**config.mk**
```make
export PLATFORM = sky130hd
export DESIGN_NAME = dpram_arbiter_flat
export DESIGN_NICKNAME = d
export VERILOG_FILES = /design/src/rtl/dpram_arb_pkg.sv /design/src/rtl/dpram_arbiter_if.sv /design/src/rtl/dpram_arbiter_rr_pick.sv /design/src/rtl/dpram_arbiter.sv /design/src/flat_wrapper.sv
export SDC_FILE = /design/constraint.sdc
export NUM_CORES = 1
export LEC_CHECK = 0
export ABC_AREA = 1
export BUFFER_PORTS_ARGS = -buffer_cell sky130_fd_sc_hd__clkbuf_2
export CAP_MARGIN = 40
export CORE_MARGIN = 1.5
export CORE_UTILIZATION = 35
export CTS_CLUSTER_DIAMETER = 150
export CTS_CLUSTER_SIZE = 16
export DETAILED_ROUTE_END_ITERATION = 12
export PLACE_DENSITY = 0.65
export SETUP_SLACK_MARGIN = 0.5
export SYNTH_ARGS = -nofsm -noshare
export SYNTH_HDL_FRONTEND = slang
export SYNTH_SLANG_ARGS = --single-unit
```
**constraint.sdc**
```tcl
create_clock -name clock -period 1.9 [get_ports clock]
set_input_delay 0.095 -clock clock [delete_from_list [all_inputs] [get_ports clock]]
set_output_delay 0.095 -clock clock [all_outputs]
set_load 0.005 [all_outputs]
```
**src/rtl/dpram_arb_pkg.sv**
```systemverilog
// dpram_arb_pkg -- shared types and defaults for the dual-port RAM arbiter.
//   arb_state_t     : arbiter FSM state encoding (IDLE, ACCESS, DONE)
//   NUM_REQ_DEFAULT : default number of requesters
//   ADDR_W_DEFAULT  : default RAM address width
//   DATA_W_DEFAULT  : default RAM data width
package dpram_arb_pkg;

  localparam int NUM_REQ_DEFAULT = 4;
  localparam int ADDR_W_DEFAULT  = 8;
  localparam int DATA_W_DEFAULT  = 8;

  typedef enum logic [1:0] {
    IDLE   = 2'd0,
    ACCESS = 2'd1,
    DONE   = 2'd2
  } arb_state_t;

endpackage

```
**src/rtl/dpram_arbiter_if.sv**
```systemverilog
// dpram_arbiter_if -- requester-side bus of the dual-port RAM arbiter.
//   req   : per-requester access request (level)
//   we    : per-requester write enable, meaningful only while req is high
//   addr  : packed per-requester addresses, slice i belongs to requester i
//   wdata : packed per-requester write data, slice i belongs to requester i
//   ack   : one-cycle completion pulse per requester
//   rdata : read data, valid in the cycle ack is high
//
// Handshake: a requester raises req[i] together with we/addr/wdata and keeps
// all of them stable up to and including the cycle ack[i] is high. ack[i] is
// the only completion indication; in the following cycle the requester
// either drops req[i] or presents a new request. There is no backpressure
// other than waiting for ack.
interface dpram_arbiter_if
  import dpram_arb_pkg::*;
#(
  parameter int NUM_REQ   = NUM_REQ_DEFAULT,
  parameter int widthad_a = ADDR_W_DEFAULT,
  parameter int width_a   = DATA_W_DEFAULT
);

  logic [NUM_REQ-1:0]           req;
  logic [NUM_REQ-1:0]           we;
  logic [NUM_REQ*widthad_a-1:0] addr;
  logic [NUM_REQ*width_a-1:0]   wdata;
  logic [NUM_REQ-1:0]           ack;
  logic [width_a-1:0]           rdata;

  modport master (
    output req, we, addr, wdata,
    input  ack, rdata
  );

  modport slave (
    input  req, we, addr, wdata,
    output ack, rdata
  );

endinterface

```
**src/rtl/dpram_arbiter_rr_pick.sv**
```systemverilog
// rr_pick -- combinational round-robin winner search.
//   req        : request vector
//   last_grant : index granted most recently
//   valid      : at least one request bit set
//   index      : first set request found starting at last_grant+1 (wrapping)
module rr_pick #(
  parameter  int NUM_REQ = 4,
  localparam int IDX_W   = $clog2(NUM_REQ)
) (
  input  logic [NUM_REQ-1:0] req,
  input  logic [IDX_W-1:0]   last_grant,
  output logic               valid,
  output logic [IDX_W-1:0]   index
);

  int               cand;
  logic [IDX_W-1:0] cand_idx;

  always_comb begin
    valid    = 1'b0;
    index    = '0;
    cand     = 0;
    cand_idx = '0;
    // Offsets 1..NUM_REQ visit every requester once; the previous winner
    // comes last so it cannot starve anyone.
    for (int k = 1; k <= NUM_REQ; k++) begin
      cand     = (int'(last_grant) + k) % NUM_REQ;
      cand_idx = IDX_W'(cand);
      if (!valid && req[cand_idx]) begin
        valid = 1'b1;
        index = cand_idx;
      end
    end
  end

endmodule

```
**src/rtl/dpram_arbiter.sv**
```systemverilog
// dpram_arbiter -- round-robin arbiter sharing port A of a dual-port RAM
// between NUM_REQ requesters. Each access takes a fixed three cycles:
// IDLE (grant) -> ACCESS (RAM signals presented) -> DONE (ack + rdata).
//   clock, reset_n : clock and synchronous active-low reset
//   bus            : requester bus (req/we/addr/wdata in, ack/rdata out)
//   busy           : high whenever the FSM is not in IDLE
//   grant_id       : index of the requester being served
//   ram_address    : RAM port A address
//   ram_data       : RAM port A write data
//   ram_wren       : RAM port A write enable
//   ram_q          : RAM port A registered read data (read-before-write)
//   dbg_state      : current FSM state
module dpram_arbiter
  import dpram_arb_pkg::*;
#(
  parameter  int NUM_REQ   = NUM_REQ_DEFAULT,
  parameter  int widthad_a = ADDR_W_DEFAULT,
  parameter  int width_a   = DATA_W_DEFAULT,
  localparam int IDX_W     = $clog2(NUM_REQ)
) (
  input  logic                 clock,
  input  logic                 reset_n,
  dpram_arbiter_if.slave       bus,
  output logic                 busy,
  output logic [IDX_W-1:0]     grant_id,
  output logic [widthad_a-1:0] ram_address,
  output logic [width_a-1:0]   ram_data,
  output logic                 ram_wren,
  input  logic [width_a-1:0]   ram_q,
  output arb_state_t           dbg_state
);

  arb_state_t           state_q;
  arb_state_t           state_d;
  logic [IDX_W-1:0]     last_grant_q;
  logic                 pick_valid;
  logic [IDX_W-1:0]     pick_idx;
  logic [width_a-1:0]   rdata_q;
  logic                 grant_now;

  logic [widthad_a-1:0] addr_arr  [NUM_REQ];
  logic [width_a-1:0]   wdata_arr [NUM_REQ];

  for (genvar gi = 0; gi < NUM_REQ; gi++) begin : g_unpack
    assign addr_arr[gi]  = bus.addr[gi*widthad_a +: widthad_a];
    assign wdata_arr[gi] = bus.wdata[gi*width_a +: width_a];
  end

  rr_pick #(.NUM_REQ(NUM_REQ)) u_rr_pick (
    .req        (bus.req),
    .last_grant (last_grant_q),
    .valid      (pick_valid),
    .index      (pick_idx)
  );

  // Requests are only looked at in IDLE; anything raised during ACCESS or
  // DONE waits for the next IDLE cycle.
  assign grant_now = (state_q == IDLE) && pick_valid;

  always_comb begin
    state_d = state_q;
    case (state_q)
      IDLE:    if (pick_valid) state_d = ACCESS;
      ACCESS:  state_d = DONE;
      DONE:    state_d = IDLE;
      default: state_d = IDLE;
    endcase
  end

  // Once granted, the access runs to completion regardless of req; only
  // reset can stop it. A reset during ACCESS still lets the RAM take the
  // write presented in that cycle, since ram_wren is low only after the edge.
  always_ff @(posedge clock) begin
    if (!reset_n) begin
      state_q      <= IDLE;
      last_grant_q <= IDX_W'(NUM_REQ - 1);
      grant_id     <= '0;
      ram_address  <= '0;
      ram_data     <= '0;
      ram_wren     <= 1'b0;
      rdata_q      <= '0;
    end else begin
      state_q <= state_d;
      if (grant_now) begin
        grant_id     <= pick_idx;
        last_grant_q <= pick_idx;
        ram_address  <= addr_arr[pick_idx];
        ram_data     <= wdata_arr[pick_idx];
        ram_wren     <= bus.we[pick_idx];
      end else begin
        ram_wren <= 1'b0;
      end
      if (state_q == DONE) begin
        rdata_q <= ram_q;
      end
    end
  end

  // rdata follows ram_q during the ack cycle and holds it afterwards.
  always_comb begin
    bus.ack = '0;
    if (state_q == DONE) begin
      bus.ack[grant_id] = 1'b1;
    end
  end

  assign bus.rdata = (state_q == DONE) ? ram_q : rdata_q;
  assign busy      = (state_q != IDLE);
  assign dbg_state = state_q;

endmodule

```
**src/flat_wrapper.sv**
```systemverilog
// flat-port wrapper written by rule: the top's interface ports become plain ports
module dpram_arbiter_flat import dpram_arb_pkg::*;
#(
  parameter  int NUM_REQ   = NUM_REQ_DEFAULT,
  parameter  int widthad_a = ADDR_W_DEFAULT,
  parameter  int width_a   = DATA_W_DEFAULT,
  localparam int IDX_W     = $clog2(NUM_REQ)
)
  (clock, reset_n, busy, grant_id, ram_address, ram_data, ram_wren, ram_q, dbg_state, bus_req, bus_we, bus_addr, bus_wdata, bus_ack, bus_rdata);
  dpram_arbiter_if #(.NUM_REQ(NUM_REQ), .widthad_a(widthad_a), .width_a(width_a)) bus_i ();
  input  logic clock;
  input  logic reset_n;
  output logic busy;
  output logic [IDX_W-1:0] grant_id;
  output logic [widthad_a-1:0] ram_address;
  output logic [width_a-1:0] ram_data;
  output logic ram_wren;
  input  logic [width_a-1:0] ram_q;
  output arb_state_t dbg_state;
  input wire logic [$bits(bus_i.req)-1:0] bus_req;
  input wire logic [$bits(bus_i.we)-1:0] bus_we;
  input wire logic [$bits(bus_i.addr)-1:0] bus_addr;
  input wire logic [$bits(bus_i.wdata)-1:0] bus_wdata;
  output wire logic [$bits(bus_i.ack)-1:0] bus_ack;
  output wire logic [$bits(bus_i.rdata)-1:0] bus_rdata;
  assign bus_i.req = bus_req;
  assign bus_i.we = bus_we;
  assign bus_i.addr = bus_addr;
  assign bus_i.wdata = bus_wdata;
  assign bus_ack = bus_i.ack;
  assign bus_rdata = bus_i.rdata;
  dpram_arbiter #(.NUM_REQ(NUM_REQ), .widthad_a(widthad_a), .width_a(width_a)) u_core (.clock(clock), .reset_n(reset_n), .bus(bus_i), .busy(busy), .grant_id(grant_id), .ram_address(ram_address), .ram_data(ram_data), .ram_wren(ram_wren), .ram_q(ram_q), .dbg_state(dbg_state));
endmodule
```
==> results of run 1 <==
state kept, by name, indices dropped and copies added (netlist names):
signal,flops
u_core.dbg_state,2
u_core.grant_id,2
u_core.last_grant_q,2
u_core.ram_address,8
u_core.ram_data,8
u_core.ram_wren,1
u_core.rdata_q,8
kinds of logic (layout without fill, tap and decap cells):
| family | Yosys count | in the layout | synth area share [%] |
|---|---|---|---|
| AOI/OAI and AO/OA | 16 | 16 | 3.45 |
| buffers and inverters | 134 | 265 | 23.2 |
| DFF | 31 | 31 | 24.8 |
| and+or+nand+nor | 242 | 243 | 48.5 |
cell usage after synthesis (3+ instances only):
master / instances
nor2_1: 43
nand2_1: 90
inv_2: 6
dfxtp_1: 31
buf_2: 10
nand2_2: 9
buf_6: 5
o21ai_0: 8
nor3_1: 5
inv_1: 104
nand2_4: 3
nand3_1: 43
nand4_1: 34
a21oi_1: 3
clkbuf_1: 3
nand3_2: 11
layer usage:
metal	wire, microns	part of all wire [%]
met5	0	0
met4	121	1.5
met3	469	5.9
met2	3900	49
met1	3400	43
layout make-up:
cell class | count | area [sq um] | area share (%)
Inverter | 112 | 445 | 11.8
Sequential cell | 31 | 629 | 16.6
Multi-Input combinational cell | 259 | 1520 | 40.2
Tap cell | 96 | 120 | 3.18
Clock buffer | 6 | 82.6 | 2.18
Clock inverter | 1 | 5.00 | 0.132
Timing Repair Buffer | 146 | 978 | 25.9
power by group:
group,total [mW],internal (mW),switching (mW)
clock,0.517,0.284,0.234
sequential,1.05,0.890,0.162
combinational,6.11,2.80,3.31
cell usage in the layout, fill, tap and decap left out, types with 3 or more instances in the layout:
cell type	netlist	layout
buf_4	2	16
nor3_1	5	5
a21oi_1	3	3
clkbuf_2	0	115
buf_12	0	8
inv_2	6	5
nand3_1	43	26
nor2_1	43	43
nand4_1	34	34
o21ai_1	2	6
inv_1	104	103
clkbuf_8	0	6
nand2_1	90	67
nand3_2	11	28
nand2_4	3	13
dfxtp_1	31	28
nand2_2	9	22
buf_6	5	4
timing repair:
item                                    in CTS  in global routing
endpoints found under the setup margin      34                 30
pin swaps                                    3                 19
gates cloned                                 1                  3
setup buffers                                7                  8
resized for setup                           21                 43
worst min path at each step:
stage / start / endpoint / slack (ns) / depth (start not counted)
global placement: reset_n / u_core.last_grant_q[1]$_SDFFE_PN1P_ / 0.33 / 2
detailed placement: reset_n / u_core.last_grant_q[1]$_SDFFE_PN1P_ / 0.34 / 2
global route: reset_n / u_core.last_grant_q[1]$_SDFFE_PN1P_ / 0.05 / 2
CTS: reset_n / u_core.last_grant_q[1]$_SDFFE_PN1P_ / 0.04 / 2
floorplan: reset_n / u_core.last_grant_q[1]$_SDFFE_PN1P_ / 0.19 / 1
finish: reset_n / u_core.last_grant_q[1]$_SDFFE_PN1P_ / 0.06 / 2
==> results.txt, run 1 <==
Slew @ Worst Pin: 0.521 ns
Worst IR Drop VDD: 1.06 mV
PortBufs: 115
Die width: 87.5 microns
Gpl congestion: 0.858
Area after DPL: 3260 sq um
TritonCTS Sinks: 31
Min cycle time layout: 1.87 ns
Setup-failing EPs final: 0
DIE HEIGHT: 87.5 microns
Worst hold slack: 0.0579 ns
CTS tree: done
Count of yosys warnings during synthesis: 0
Post-DRT Antenna Nets: 0
Critical Path, Cell by Cell: inv_6 > nand2_1 > nand2_2 > nand2_1 > nand2_2 > nand2_2 > nand2_2 > nand2_4 > nand3_4 > buf_12 > clkbuf_16 > nand2_1 > nand3_2 > nand3_2 > nand2_1 > inv_1
Slew Viols, Final: 0
CP endpoint kind: register
Detailed Routing Iterations Pass 1: 4
Total chip power: 7.68 mW
# IOs: 116
Register clock-pin slew on the reported worst setup and hold paths: 0.06 ns
Final nets: 637
Design area: 3780 sq um
N_diodes: 0
Crit path capture: u_core.ram_address[5]$_SDFFE_PN0P_
Pwr per Cell Area: 2030 nW/um^2
Placed instance count: 625
Clk Tree Root Cell: clkbuf_8
Syn nets: 505
Worst setup SP type: register
Pin count of the biggest net entering global routing: 35
Initial Utilization: 36.6%
Critical Path Stages: 16
Total gr overflow: 0
Setup TNS: 0 ns
Final Skew: 0.00663 ns
CP delay by family, top: simple AND/OR/NAND/NOR gates
PnR worst setup slack: 0.0273 ns
Post-layout util: 55.3%
Mapped cell area: 2500 sq um
Clock latency on the worst-skew pair: 0.27 ns
Yosys top cell area share: 24.8%
Ys flop type: dfxtp_1
Area leader, netlist: dfxtp_1
Fin crit share: 98.6%
Post-synth EDFFs: 0
H-tree levels: 2
Worst Reg2Reg Path Length in Cells: 16
GRT met3 Usage: 3.60%
Met1 Use GR: 24.2%
Share of post-route cells with drive strength above 1: 42.3%
HP Class: in2reg
R2R Path Start: u_core.last_grant_q[1]$_SDFFE_PN1P_
Dpl ws: 0.00927 ns
Vias/cell: 4.69
Worst R2R Setup Slack: 0.03 ns
R2R Path End: u_core.ram_address[5]$_SDFFE_PN0P_
Critical Path Source: u_core.last_grant_q[1]$_SDFFE_PN1P_
Fillers: 684
Number of max-cap violations: 0
Die ar.: 7660 sq um
Max-Slew Margin vs Limit: 65.2%
First-pass GRT wire length: 11.8 mm
Top cells by area, synth: dfxtp_1, inv_1, nand2_1
Distinct cells, synth: 27
CP peak stage delay: 0.37 ns
Area grow syn2layout: 51.3%
Core Area: 6830 sq um
Initial antenna violation count: 0
Synth Instances: 423
Met2 Usage GRT: 33.6%
Seq cells post-synth: 31
Clk buf depth: 2
Vias: 3,053
Sequential fraction of the synthesis area: 24.8%
GR peak layer: met2
WL/cell: 12.1 microns
Critical path's slowest cell: dfxtp_4
Fin. Hold Viols: 0
Unrepaired setup endpoints after global routing: yes
Final wirelength: 7.89 mm
CP bufs+invs: 4
Finished Layout Cells: 651
Outcome: finished clean
Post-synth ARST share: 0%
Residual DRC count: 0
Cts bufs inserted: 5
# hold bufs at CTS: 0
Initial DRC Count: 170
Kind of critical path: reg2reg
Critical Path RT: 2.07 ns
Vias in the first global route: 2,661
CP arrival: 2.05 ns
Post-DP HPWL: 5.52 mm
Worst-path maximum fanout: 8
GRT Util Overall: 19.2%
Achievable Freq: 534 MHz
Leakage power: 2.33 nW
Avg Cell Area, Syn: 5.91 sq um
Row Count: 30
(Power assumes the default switching activity.)
==> inputs of run 2 (changes only) <==
--- a/config.mk
+++ b/config.mk
@@ -9,11 +9,12 @@
 export BUFFER_PORTS_ARGS = -buffer_cell sky130_fd_sc_hd__clkbuf_2
 export CAP_MARGIN = 40
 export CORE_MARGIN = 1.5
-export CORE_UTILIZATION = 35
+export CORE_UTILIZATION = 47
 export CTS_CLUSTER_DIAMETER = 150
 export CTS_CLUSTER_SIZE = 16
 export DETAILED_ROUTE_END_ITERATION = 12
-export PLACE_DENSITY = 0.65
+export HOLD_SLACK_MARGIN = 0.1
+export PLACE_DENSITY = 0.82
 export SETUP_SLACK_MARGIN = 0.5
 export SYNTH_ARGS = -nofsm -noshare
 export SYNTH_HDL_FRONTEND = slang
==> run 2 against run 1 <==
Compared with the run above:
- the flow now finishes with violations (negative setup slack)
- non-clock buffer count is 15 higher
- clock power is 6.6% higher
- global-route usage is 12 points higher
- worst hold slack better by 0.019 ns
- sequential power is 6% higher
- first-iteration DRC count grew to 3.3 times the previous value
- register-to-register slack worse by 0.29 ns
- fmax is 13% lower
- count of clock-buffer cells in the layout stayed put
- clock skew is 0.0033 ns higher
- setup slack worse by 0.29 ns
- critical endpoint is now u_core.ram_data[3]$_SDFFE_PN0P_
==> results.txt, run 2 (synthesis results as in run 1) <==
# IOs: 116
N_diodes: 0
Post-DP HPWL: 4.97 mm
Most common cell after layout, fill and taps aside: clkbuf_2
PortBufs: 115
Pwr per Cell Area: 2220 nW/um^2
Slew @ Worst Pin: 0.550 ns
Gpl congestion: 0.849
Largest regs: u_core.ram_address: 8 flops, u_core.ram_data: 8 flops, u_core.rdata_q: 8 flops
Initial Utilization: 48.9%
Final Skew: 0.00990 ns
Vias in the first global route: 3,184
Vias/cell: 5.97
CP peak stage delay: 0.42 ns
Fin. Hold Viols: 0
Critical Path, Cell by Cell: inv_6 > nand2_2 > nand2_2 > nand2_4 > nand2_4 > nor2_8 > nand3_4 > nand2_4 > clkinv_8 > buf_16 > nor2_1 > nor2_1 > nand2_1 > inv_1
Initial DRC Count: 561
Register clock-pin slew on the reported worst setup and hold paths: 0.07 ns
WL/cell: 19.5 microns
Worst hold slack: 0.0774 ns
Kind of critical path: reg2reg
Final nets: 659
Detailed Routing Iterations Pass 1: 5
Outcome: complete, but fails checks
Die ar.: 5770 sq um
Critical path's slowest cell: dfxtp_4
Core Area: 5110 sq um
Post-DRT Antenna Nets: 0
Total gr overflow: 0
Worst setup SP type: register
Worst IR Drop VDD: 1.05 mV
Clk buf depth: 2
Design area: 4330 sq um
Area grow syn2layout: 73.1%
H-tree levels: 2
Worst-path maximum fanout: 8
Residual DRC count: 0
Min cycle time layout: 2.16 ns
Initial antenna violation count: 1
Pin count of the biggest net entering global routing: 29
Fin crit share: 114%
TritonCTS Sinks: 31
PnR worst setup slack: -0.258 ns
DIE HEIGHT: 75.9 microns
Commonest non-fill, non-tap cells in the layout: clkbuf_2, inv_1, nand2_1, nand4_1, nor2_1
Achievable Freq: 463 MHz
Number of max-cap violations: 0
Die width: 75.9 microns
Clk Tree Root Cell: clkbuf_8
Share of post-route cells with drive strength above 1: 46.4%
Clock latency on the worst-skew pair: 0.29 ns
Setup-failing EPs final: 20
Row Count: 26
CTS tree: done
Unrepaired setup endpoints after global routing: yes
First-pass GRT wire length: 14.5 mm
CP arrival: 2.34 ns
Slew Viols, Final: 0
Critical Path RT: 2.09 ns
CP endpoint kind: register
Cell mode on critical path: nand2_4
Area after DPL: 3160 sq um
Leakage power: 2.59 nW
Cts bufs inserted: 5
GRT Util Overall: 30.9%
Failing checks: negative setup slack
Final wirelength: 12.6 mm
Vias: 3,861
HP Class: in2reg
Max-Slew Margin vs Limit: 63.3%
==> run 2: report_power, final <==
group	switching, mW	total [mW]	internal, mW
Sequential	0.220	1.11	0.890
Combinational	4.64	7.95	3.32
Clock	0.267	0.551	0.284
==> run 2: timing repair <==
action / in CTS / in global routing
endpoints found under the setup margin: 34 / 30
buffers inserted: 15 / 9
hold endpoints to repair: 4 / 0
pin swaps: 5 / 48
cloned: 10 / 9
hold buffers: 3 / 0
resized for setup: 52 / 76
==> run 2: area by class of cell <==
| cell class | count | area (sq um) |
|---|---|---|
| timing repair buffer | 161 | 1290 |
| sequential | 31 | 629 |
| clock inverter | 1 | 5.00 |
| clock buffer | 6 | 82.6 |
| inverter | 112 | 450 |
| fill | 261 | 781 |
| multi-input combinational | 266 | 1780 |
| tap | 70 | 87.6 |
==> run 2: final timing paths <==
kind	start	end	slack (ns)	cells after the start
worst min register to register	u_core.dbg_state[1]$_SDFFE_PN0P_	u_core.dbg_state[1]$_SDFFE_PN0P_	0.53	1
worst max register to register	u_core.last_grant_q[1]$_SDFFE_PN1P_	u_core.ram_data[3]$_SDFFE_PN0P_	-0.26	14
worst max-delay path	u_core.last_grant_q[1]$_SDFFE_PN1P_	u_core.ram_data[3]$_SDFFE_PN0P_	-0.26	14
worst min-delay path	ram_q[1]	u_core.rdata_q[1]$_SDFF_PN0_	0.08	3
==> run 2: stage by stage <==
stage | setup slack [ns] | TNS (ns) | utilization (%) | std cells | power [mW]
CTS | 0.133 | 0 | 74.1 | 629 | 7.20
global placement | 0.0378 | 0 | 61.8 | 594 | 5.10
floorplan | 0.243 | 0 | - | 423 | 4.45
global route | -0.271 | -3.01 | 84.7 | 647 | 9.88
finish | -0.258 | -2.03 | 84.7 | 647 | 9.61
detailed placement | -0.0148 | -0.0640 | 61.8 | 594 | 5.19
==> run 2: routing by layer <==
metal  vias up  wire length [microns]  global-route usage, %
li1       1623                      -                      -
met1      1662                   4260                   36.8
met2       424                   5490                   51.4
met3       148                   1710                   6.75
met4         4                   1110                   17.6
met5         -                     26                      0
==> run 2: worst max-delay path, delay by kind of cell, from the launching register on <==
| family | cells | cell delay, ns |
|---|---|---|
| buffers and inverters | 4 | 0.41 |
| flip-flops | 1 | 0.42 |
| AND/OR/NAND/NOR | 10 | 1.22 |
==> inputs of run 3 (changes only) <==
--- a/config.mk
+++ b/config.mk
@@ -5,11 +5,11 @@
 export SDC_FILE = /design/constraint.sdc
 export NUM_CORES = 1
 export LEC_CHECK = 0
-export ABC_AREA = 1
+export ABC_AREA = 0
 export BUFFER_PORTS_ARGS = -buffer_cell sky130_fd_sc_hd__clkbuf_2
 export CAP_MARGIN = 40
 export CORE_MARGIN = 1.5
-export CORE_UTILIZATION = 47
+export CORE_UTILIZATION = 43
 export CTS_CLUSTER_DIAMETER = 150
 export CTS_CLUSTER_SIZE = 16
 export DETAILED_ROUTE_END_ITERATION = 12
==> run 3 against run 2 <==
Compared with the run above:
- the run now ends clean
- sequential cell count is the same
- design area fell by 34%
- register-to-register slack improved by 0.53 ns
- non-clock buffer count decreased by 27
- worst hold slack better by 0.025 ns
- synthesized cell count shrank 53%
- total power is 77% lower
- critical path type unchanged
- largest power group is now registers
==> results.txt, run 3 <==
Outcome: finished clean
Top-count cell post-synth: nand3_1
Ys flop type: dfxtp_1
Mapped cell area: 1910 sq um
Placed instance count: 358
Post-synth EDFFs: 0
TritonCTS Sinks: 31
Post-synth ARST share: 0%
Leakage power: 1.41 nW
Pwr per Cell Area: 770 nW/um^2
Critical Path RT: 2.07 ns
Share of post-route cells with drive strength above 1: 60.8%
PortBufs: 115
Fin. Hold Viols: 0
Post-DP HPWL: 3.91 mm
Vias/cell: 5.39
Final wirelength: 5.67 mm
Avg Cell Area, Syn: 9.70 sq um
Clock latency on the worst-skew pair: 0.29 ns
DIE HEIGHT: 69.7 microns
Clk buf depth: 2
GRT Util Overall: 22.8%
Slew Viols, Final: 0
Worst-path maximum fanout: 23
CP arrival: 1.80 ns
Cell mode on critical path: mux2i_1
Die ar.: 4860 sq um
Min cycle time layout: 1.63 ns
Finished Layout Cells: 376
Achievable Freq: 613 MHz
Cts bufs inserted: 5
Final nets: 405
CP peak stage delay: 0.38 ns
Worst setup SP type: register
Area leader, netlist: dfxtp_1
Top cells by area, synth: dfxtp_1, mux2_2, mux2i_1
Top cells by count, synth: nand3_1, dfxtp_1, mux2_2
Row Count: 24
Yosys top cell area share: 32.5%
Post-DRT Antenna Nets: 0
Commonest non-fill, non-tap cells in the layout: clkbuf_2, nand3_1, dfxtp_1, mux2i_1, nand2_1
Area grow syn2layout: 50.4%
H-tree levels: 2
Setup-failing EPs final: 0
First-pass GRT wire length: 8.94 mm
Vias: 2,025
Setup TNS: 0 ns
Critical path's slowest cell: dfxtp_2
Die width: 69.7 microns
Initial antenna violation count: 0
Gpl congestion: 0.812
Vias in the first global route: 1,958
Sequential fraction of the synthesis area: 32.5%
Initial DRC Count: 81
Pin count of the biggest net entering global routing: 24
Synth Instances: 197
CP delay by family, top: multiplexers
Count of yosys warnings during synthesis: 0
Worst IR Drop VDD: 0.375 mV
# IOs: 116
Core Area: 4320 sq um
Critical Path, Cell by Cell: mux2i_1 > o22ai_2 > nor2_4 > buf_12 > mux2i_1 > o211ai_2
Largest regs: u_core.ram_address: 8 flops, u_core.ram_data: 8 flops, u_core.rdata_q: 8 flops
Initial Utilization: 44.2%
Clk Tree Root Cell: clkbuf_8
WL/cell: 15.1 microns
Unrepaired setup endpoints after global routing: yes
CP bufs+invs: 1
Most common cell after layout, fill and taps aside: clkbuf_2
Distinct cells, synth: 36
Post-layout util: 66.5%
Register clock-pin slew on the reported worst setup and hold paths: 0.06 ns
Detailed Routing Iterations Pass 1: 4
Slew @ Worst Pin: 0.427 ns
CTS tree: done
HP Class: in2reg
Total chip power: 2.21 mW
Syn nets: 279
Kind of critical path: reg2reg
Residual DRC count: 0
Final Skew: 0.00990 ns
Fin crit share: 85.9%
Max-Slew Margin vs Limit: 71.3%
CP endpoint kind: register
Seq cells post-synth: 31
N_diodes: 0
Total gr overflow: 0
Number of max-cap violations: 0
[run 3: changes by cell type in the layout (fill, tap and decap cells not counted), sizes merged, moves of 24 or more]
cell / previous run / this run
inv: 111 / 1
mux2: 0 / 24
nand2: 104 / 19
nand3: 62 / 32
nand4: 34 / 0
nor2: 45 / 6
[run 3: routing by layer]
metal	vias up	routed length (microns)	track usage, %
li1	969	-	-
met1	959	2360	27.3
met2	75	2820	37.8
met3	22	297	5.52
met4	0	190	11.8
met5	-	0	0
[run 3: cell type report]
class                      count  area, sq um
multi-input combinational    150         1280
tap                           52         65.1
inverter                       1         3.75
clock inverter                 2         35.0
fill                         349         1450
sequential                    31          624
clock buffer                   6         82.6
timing repair buffer         134          788
[run 3: worst paths after layout]
check | from | endpoint | slack (ns) | cells after the start
worst max-delay path | u_core.last_grant_q[1]$_SDFFE_PN1P_ | u_core.ram_data[2]$_SDFFE_PN0P_ | 0.27 | 6
worst min-delay path | bus_we[2] | u_core.ram_wren$_SDFF_PN0_ | 0.10 | 3
worst max register to register | u_core.last_grant_q[1]$_SDFFE_PN1P_ | u_core.ram_data[2]$_SDFFE_PN0P_ | 0.27 | 6
worst min register to register | u_core.ram_address[0]$_SDFFE_PN0P_ | u_core.ram_address[0]$_SDFFE_PN0P_ | 0.47 | 2
[run 3: cell families (layout without fill, tap and decap cells)]
family,count (synthesis),after routing,share of synthesized area (%)
DFF,31,31,32.5
buffers and inverters,17,143,6.35
muxes,43,43,24.1
AOI/OAI and AO/OA,27,27,14.5
and+or+nand+nor,79,80,22.6
[run 3: worst min-delay path: cells and delay by family]
kind                   cells  cell delay, ns
AO/OA/AOI/OAI              1            0.10
buffers and inverters      1            0.08
multiplexers               1            0.07
[run 3: through the flow]
stage / setup WS, ns / hold WS, ns / instance area (sq um)
finish: 0.269 / 0.103 / 2880
global route: 0.202 / 0.115 / 2880
CTS: 0.298 / 0.103 / 2850
detailed placement: 0.237 / 0.388 / 2570
global placement: 0.308 / 0.378 / 2570
floorplan: 0.273 / 0.217 / 1940
[run 3: report_power, final]
group          leakage, nW  switching [mW]  internal (mW)  total, mW
clock network       0.0612           0.246          0.424      0.669
logic                 1.10           0.349          0.399      0.748
registers            0.256          0.0579          0.738      0.795
total                 1.41           0.653           1.56       2.21
[run 3: timing repair]
item / 4_1_cts / 5_1_grt
setup buffers: 6 / 0
resized for setup: 21 / 7
pin swaps: 2 / 2
endpoints found under the setup margin: 29 / 31
gates cloned: 3 / 0
endpoints found under the hold margin: 1 / 0
hold buffers: 1 / 0
